`config.mk`:
```
export PLATFORM = sky130hd
export DESIGN_NAME = multibyte_add_seq_flat
export DESIGN_NICKNAME = d
export VERILOG_FILES = /design/src/rtl/multibyte_add_seq_pkg.sv /design/src/rtl/multibyte_add_seq_if.sv /design/src/rtl/multibyte_add_seq_adder.sv /design/src/rtl/multibyte_add_seq.sv /design/src/flat_wrapper.sv
export SDC_FILE = /design/constraint.sdc
export NUM_CORES = 1
export LEC_CHECK = 0
export ABC_AREA = 1
export BUFFER_PORTS_ARGS = -buffer_cell sky130_fd_sc_hd__buf_4
export CORE_UTILIZATION = 23
export CTS_CLUSTER_SIZE = 12
export DETAILED_ROUTE_END_ITERATION = 16
export PLACE_DENSITY_LB_ADDON = 0.12
export SETUP_SLACK_MARGIN = 0.02
export SLEW_MARGIN = 40
export SYNTH_ARGS = -nofsm -noshare
export SYNTH_HDL_FRONTEND = slang
export SYNTH_SLANG_ARGS = --single-unit
```
`constraint.sdc`:
```
create_clock -name clk -period 6.4 [get_ports clk]
set_input_delay 0.64 -clock clk [delete_from_list [all_inputs] [get_ports clk]]
set_output_delay 0.64 -clock clk [all_outputs]
set_load 0.05 [all_outputs]
```
`src/rtl/multibyte_add_seq_pkg.sv`:
```
// Shared constants and types for the byte-serial wide add/subtract sequencer.
package multibyte_add_seq_pkg;

   localparam int BYTE_W = 8;

   typedef enum logic [1:0] {
      IDLE = 2'd0,
      RUN  = 2'd1,
      FIN  = 2'd2
   } state_t;

   // Width of the byte index counter; kept at least one bit wide.
   function automatic int idx_width(input int nbytes);
      return (nbytes > 1) ? $clog2(nbytes) : 1;
   endfunction

endpackage

```
`src/rtl/multibyte_add_seq_if.sv`:
```
// START/BUSY/DONE handshake plus operand and result bus of the wide add/subtract sequencer.
interface multibyte_add_seq_if #(
   parameter int NBYTES = 4
);
   import multibyte_add_seq_pkg::*;

   localparam int W = BYTE_W * NBYTES;

   logic         start;
   logic         sub;
   logic [W-1:0] a;
   logic [W-1:0] b;
   logic         busy;
   logic         done;
   logic [W-1:0] y;
   logic         c;
   logic         v;
   logic         z;
   logic         n;

   modport master (
      output start, sub, a, b,
      input  busy, done, y, c, v, z, n
   );

   modport slave (
      input  start, sub, a, b,
      output busy, done, y, c, v, z, n
   );

endinterface

```
`src/rtl/multibyte_add_seq_adder.sv`:
```
// Existing 8-bit ripple-carry adder shared by the sequencer, one byte slice per clock.
module adder
   import multibyte_add_seq_pkg::*;
(
   input  logic [BYTE_W-1:0] a,
   input  logic [BYTE_W-1:0] b,
   input  logic              ci,
   output logic [BYTE_W-1:0] y,
   output logic              c,
   output logic              v
);

   logic [BYTE_W:0] cy;

   always_comb begin
      cy[0] = ci;
      for (int i = 0; i < BYTE_W; i++) begin
         y[i]    = a[i] ^ b[i] ^ cy[i];
         cy[i+1] = (a[i] & b[i]) | (cy[i] & (a[i] ^ b[i]));
      end
      c = cy[BYTE_W];
      v = cy[BYTE_W] ^ cy[BYTE_W-1];
   end

endmodule

```
`src/rtl/multibyte_add_seq.sv`:
```
// Wide add/subtract on one shared 8-bit adder, one byte per clock LSB first,
// with the inter-byte carry held in a register and C/V/Z/N flags on completion.
module multibyte_add_seq
   import multibyte_add_seq_pkg::*;
#(
   parameter int NBYTES = 4
) (
   input  logic                clk,
   input  logic                rst_n,
   multibyte_add_seq_if.slave  bus
);

   localparam int                W     = BYTE_W * NBYTES;
   localparam int                IDX_W = idx_width(NBYTES);
   localparam logic [IDX_W-1:0]  LAST  = IDX_W'(NBYTES - 1);

   state_t            state, state_nxt;
   logic              accept, last;

   logic [IDX_W-1:0]  idx;
   logic              carry;
   logic              sub_lat;
   logic [W-1:0]      a_lat, b_lat;
   logic [W-1:0]      y_r, y_nxt;
   logic              c_r, v_r, z_r, n_r;

   logic [BYTE_W-1:0] a_byte, bx_byte, sum;
   logic              sum_c;
   logic              adder_v_unused;

   // NOTE: registered state uses non-blocking assignments so every flop samples
   // pre-edge values regardless of process evaluation order.
   always_ff @(posedge clk or negedge rst_n) begin
      if (!rst_n) state <= IDLE;
      else        state <= state_nxt;
   end

   // NOTE: default assignment first so no path through the case leaves
   // state_nxt unassigned, which would infer a latch.
   always_comb begin
      state_nxt = state;
      unique case (state)
         IDLE:    if (bus.start) state_nxt = RUN;
         RUN:     if (last)      state_nxt = FIN;
         FIN:     state_nxt = bus.start ? RUN : IDLE;
         default: state_nxt = IDLE;
      endcase
   end

   // FIN accepts a new START just like IDLE, giving back-to-back operations.
   always_comb begin
      accept = bus.start && ((state == IDLE) || (state == FIN));
      last   = (state == RUN) && (idx == LAST);
   end

   assign bus.busy = (state == RUN);
   assign bus.done = (state == FIN);
   assign bus.y    = y_r;
   assign bus.c    = c_r;
   assign bus.v    = v_r;
   assign bus.z    = z_r;
   assign bus.n    = n_r;

   // Byte slice i of the latched operands; subtraction inverts B and seeds carry with 1.
   always_comb begin
      a_byte  = a_lat[int'(idx)*BYTE_W +: BYTE_W];
      bx_byte = b_lat[int'(idx)*BYTE_W +: BYTE_W] ^ {BYTE_W{sub_lat}};
      y_nxt   = y_r;
      y_nxt[int'(idx)*BYTE_W +: BYTE_W] = sum;
   end

   adder u_adder (
      .a  (a_byte),
      .b  (bx_byte),
      .ci (carry),
      .y  (sum),
      .c  (sum_c),
      .v  (adder_v_unused)
   );

   // NOTE: the operand and result registers are plain flops, not a memory
   // array, so they take the asynchronous reset like every other state bit.
   always_ff @(posedge clk or negedge rst_n) begin
      if (!rst_n) begin
         idx     <= '0;
         carry   <= 1'b0;
         sub_lat <= 1'b0;
         a_lat   <= '0;
         b_lat   <= '0;
         y_r     <= '0;
         c_r     <= 1'b0;
         v_r     <= 1'b0;
         z_r     <= 1'b0;
         n_r     <= 1'b0;
      end else if (accept) begin
         idx     <= '0;
         carry   <= bus.sub;
         sub_lat <= bus.sub;
         a_lat   <= bus.a;
         b_lat   <= bus.b;
         y_r     <= '0;
      end else if (state == RUN) begin
         y_r   <= y_nxt;
         carry <= sum_c;
         idx   <= last ? '0 : idx + 1'b1;
         if (last) begin
            c_r <= sum_c;
            v_r <= (a_lat[W-1] == bx_byte[BYTE_W-1]) && (sum[BYTE_W-1] != a_lat[W-1]);
            z_r <= (y_nxt == '0);
            n_r <= y_nxt[W-1];
         end
      end
   end

endmodule

```
`src/flat_wrapper.sv`:
```
// flat-port wrapper written by rule: the top's interface ports become plain ports
module multibyte_add_seq_flat import multibyte_add_seq_pkg::*;
#(
   parameter int NBYTES = 4
)
  (clk, rst_n, bus_start, bus_sub, bus_a, bus_b, bus_busy, bus_done, bus_y, bus_c, bus_v, bus_z, bus_n);
  multibyte_add_seq_if #(.NBYTES(NBYTES)) bus_i ();
  input  logic clk;
  input  logic rst_n;
  input wire logic [$bits(bus_i.start)-1:0] bus_start;
  input wire logic [$bits(bus_i.sub)-1:0] bus_sub;
  input wire logic [$bits(bus_i.a)-1:0] bus_a;
  input wire logic [$bits(bus_i.b)-1:0] bus_b;
  output wire logic [$bits(bus_i.busy)-1:0] bus_busy;
  output wire logic [$bits(bus_i.done)-1:0] bus_done;
  output wire logic [$bits(bus_i.y)-1:0] bus_y;
  output wire logic [$bits(bus_i.c)-1:0] bus_c;
  output wire logic [$bits(bus_i.v)-1:0] bus_v;
  output wire logic [$bits(bus_i.z)-1:0] bus_z;
  output wire logic [$bits(bus_i.n)-1:0] bus_n;
  assign bus_i.start = bus_start;
  assign bus_i.sub = bus_sub;
  assign bus_i.a = bus_a;
  assign bus_i.b = bus_b;
  assign bus_busy = bus_i.busy;
  assign bus_done = bus_i.done;
  assign bus_y = bus_i.y;
  assign bus_c = bus_i.c;
  assign bus_v = bus_i.v;
  assign bus_z = bus_i.z;
  assign bus_n = bus_i.n;
  multibyte_add_seq #(.NBYTES(NBYTES)) u_core (.clk(clk), .rst_n(rst_n), .bus(bus_i));
endmodule
```
==> summary.md <==
| Metric | Value |
|---|---|
| Ys Warns | `0` |
| Post-synthesis compound-gate area fraction | `roughly a tenth` |
| Synthesized area | `5415 sq um` |
| Pre-antenna DRT Iters | `5` |
| Slowest stage delay, CP | `roughly 0.7 ns` |
| GRT Total Usage | `14.38%` |
| Number of CTS-inserted buffers | `9` |
| CTS tree | `yes` |
| Diode count | `0` |
| Hold_buf cts | `0` |
| First-pass GRT wire length | `26,150 um` |
| Share of cells above drive strength 1 | `between 10% and 20%` |
| Die Height | `155.4 um` |
| Final routed DRC violation total | `0` |
| Core ar. | `roughly 23,000 sq um` |
| Worst R2R End | `u_core.bus.z$_DFFE_PN0P_` |
| Prevailing post-synth register cell | `dfrtp_1` |
| Asr flop ratio synth | `between 90% and 100%` |
| Tmin final | `about 5.5 ns` |
| Synth top cells by count | `nand2_1, dfrtp_1, nor2_1` |
| Overall Power | `4.155 mW` |
| P per Cell Area | `616.5 nW/um^2` |
| Status | `finished clean` |
| Placer Congestion | `0.7911` |
| Setup crit end | `u_core.bus.z$_DFFE_PN0P_` |
| Type of the tightest min-delay check | `input pin to async pin` |
| Pins Over Slew Limit | `0` |
| Die X | `155.4 um` |
| XOR/XNOR Fraction of Synth Area | `1.594%` |
| Synth Area in Simple Gates | `28.00%` |
| Vias in the first global route | `4,681` |
| Clock H-tree levels | `3` |
| Initial core utilization | `23.70%` |
| Final HPWL DP | `11,890 um` |
| Worst Tran Pin Value | `0.7346 ns` |
| Rel. slew slack | `51.02%` |
| Max cap viols | `0` |
| Pin count of the biggest net entering global routing | `68` |
| DRT Wirelength | `between 15,000 and 20,000 um` |
| Critical Path Start Type | `flip-flop` |
| IO buf count | `105` |
| Max VDD drop | `0.0002275 V` |
| Seq cells post-synth | `approximately 110` |
| Post-synth EDFFs | `0` |
| Critical Path End Type | `flip-flop` |
| Post-Route Setup TNS | `0 ns` |
| Flop2flop setup slack | `0.88 ns` |
| Worst r2r src | `u_core.idx[0]$_DFFE_PN0P_` |
| Max Clk Rate | `181.2 MHz` |
| Leakage | `3.487 nW` |
| DR iter-0 viols | `305` |
| Most frequent cell after synthesis | `nand2_1` |
| Slowest-stage cell, CP | `dfrtp_1` |
| CP Class | `flip-flop to flip-flop` |
| Vias | `4,678` |
| Main area contributors after synthesis | `dfrtp_1, nand2_1, nor2_1, o21ai_0, o22ai_1` |
| Initial antenna violation count | `0` |
| Avg WL per Cell | `roughly 15 um` |
| Setup bufs post-CTS | `0` |
| RSZ-0062 raised after global routing | `false` |
| Layout area overhead | `24.47%` |
| Vias per cell | `4.241` |
| Net Count, Synth | `around 780` |
| Final period utilization | `between 80% and 90%` |
| Layout Nets | `866` |
| Post-synth top area cell | `dfrtp_1` |
| Adder-cell share of the synthesized area | `4.113%` |
| Sequential share of the synthesized area | `approximately 50%` |
| Critical Path Fanout Max | `36` |
| Clk pin slew, worst setup/hold paths | `0.08 ns` |
| Gr ovfl total | `0` |
| Synth Instances | `700` |
| Synth top area share | `~50%` |
| Mapped Avg Cell Area | `7.736 sq um` |
| Synth unique cells | `25` |
| R2R depth | `23` |
| Crit path from | `u_core.idx[0]$_DFFE_PN0P_` |
| Clk buf depth | `2` |
| Required time of the critical path | `about 6.7 ns` |
| Clock sinks | `roughly 110` |
| # rows | `between 50 and 60` |
| Post-cts gate resize count | `0` |
| Root Buffer | `clkbuf_16` |
| CP dominant cell by count | `fa_1` |
| Post-synthesis mux area share | `0%` |
| Arrival time worst endpoint | `5.77 ns` |
| Clk_lat worst skew | `approximately 0.35 ns` |
| Final Skew | `between 0.008 and 0.009 ns` |
| Final setup violation count | `0` |
| Crit-path cells | `inv_2 > o21ai_0 > o22ai_1 > xor2_1 > fa_1 > fa_1 > fa_1 > fa_1 > fa_1 > fa_1 > inv_1 > fa_1 > fa_1 > nor2_1 > nand3_1 > nand2_1 > inv_1 > nand2_1 > nor2_1 > nand2_1 > nor2_1 > nand2_1 > nand2_1` |
| I/O pin count | `106` |
| Post-DRT Antenna Nets | `0` |
| Die area | `approximately 24,000 sq um` |
| Largest family of logic cells by synthesized area | `simple AND/OR/NAND/NOR gates` |
| Final Hold Fails | `0` |
==> flip-flops by register name (all words and copies together), names as in the netlist <==
register        cells
u_core.a_lat       32
u_core.bus.z        1
u_core.idx          2
u_core.bus.v        1
u_core.carry        1
u_core.b_lat       32
u_core.bus.n        1
u_core.bus.y       32
u_core.sub_lat      1
u_core.state        2
u_core.bus.c        1
==> metal layers <==
metal	track usage (%)	routed length, um	up-vias
met5	0	0	-
met4	4.155	216	0
met3	2.730	628	13
met2	22.74	7520	106
met1	19.90	8101	2195
li1	-	-	2364
==> layout by cell type, fill, tap and decap left out, types with 2 or more instances in the layout <==
master and n:
clkbuf_16 9, o22ai_1 35, a32o_1 2, ha_1 5, inv_1 50, nor2_4 3
nand2_2 4, a21oi_1 10, dfrtp_1 106, nand3_1 18, clkinv_2 2, fa_1 8
o21ai_0 44, buf_4 108, xor2_1 8, inv_2 5, nand2_1 267, nor2_1 93
==> critical path, delay by kind of cell, from the launching register on <==
family                     cells  cell delay, ns
AOI/OAI and AO/OA              2            0.36
xor gates and xnor gates       1            0.16
adders and majority gates      8            2.99
buffers and inverters          3            0.50
DFF                            1            0.70
and+or+nand+nor                9            0.71
==> logic make-up after synthesis <==
logic type / after synthesis
AND/OR/NAND/NOR: 387
flip-flops: 106
buffers and inverters: 91
XOR/XNOR: 9
adder cells (fa/ha/maj): 13
AO/OA/AOI/OAI: 94
==> through the flow <==
| step | std cells | util (%) | worst slack (ns) | cell area [sq um] | hold WS, ns |
|---|---|---|---|---|---|
| finish | 1103 | 29.50 | 0.8805 | 6740 | 0.2356 |
| global route | 1103 | 29.50 | 0.5338 | 6740 | 0.2744 |
| CTS | 1103 | 29.49 | 0.8898 | 6736 | 0.3948 |
| detailed placement | 1087 | 28.17 | 0.9125 | 6435 | 0.4641 |
| global placement | 1087 | 28.14 | 1.011 | 6430 | 0.4622 |
| floorplan | 700 | - | 1.590 | 5415 | 0.3444 |
==> worst min-delay path by stage <==
stage,startpoint,to,cells past startpoint
3_5_place_dp,u_core.b_lat[18]$_DFFE_PN0P_,u_core.b_lat[18]$_DFFE_PN0P_,2
4_1_cts,rst_n,u_core.a_lat[6]$_DFFE_PN0P_,1
6_report,rst_n,u_core.a_lat[6]$_DFFE_PN0P_,1
2_1_floorplan,rst_n,u_core.a_lat[0]$_DFFE_PN0P_,0
3_3_place_gp,u_core.b_lat[18]$_DFFE_PN0P_,u_core.b_lat[18]$_DFFE_PN0P_,2
5_1_grt,rst_n,u_core.a_lat[6]$_DFFE_PN0P_,1
==> layout make-up <==
cell class,instances,area (sq um)
Clock buffer,9,225.2
Clock inverter,7,76.32
Fill cell,2566,16110
Inverter,56,212.7
Multi-Input combinational cell,503,2360
Sequential cell,106,2653
Tap cell,313,391.6
Timing Repair Buffer,109,822.0
==> power breakdown <==
| part | internal (mW) | total [mW] | switching [mW] |
|---|---|---|---|
| logic | 0.795 | 2.44 | 1.64 |
| clock network | 0.307 | 0.573 | 0.265 |
| registers | 0.940 | 1.14 | 0.204 |
| total | 2.04 | 4.16 | 2.11 |
(Power assumes the default switching activity.)
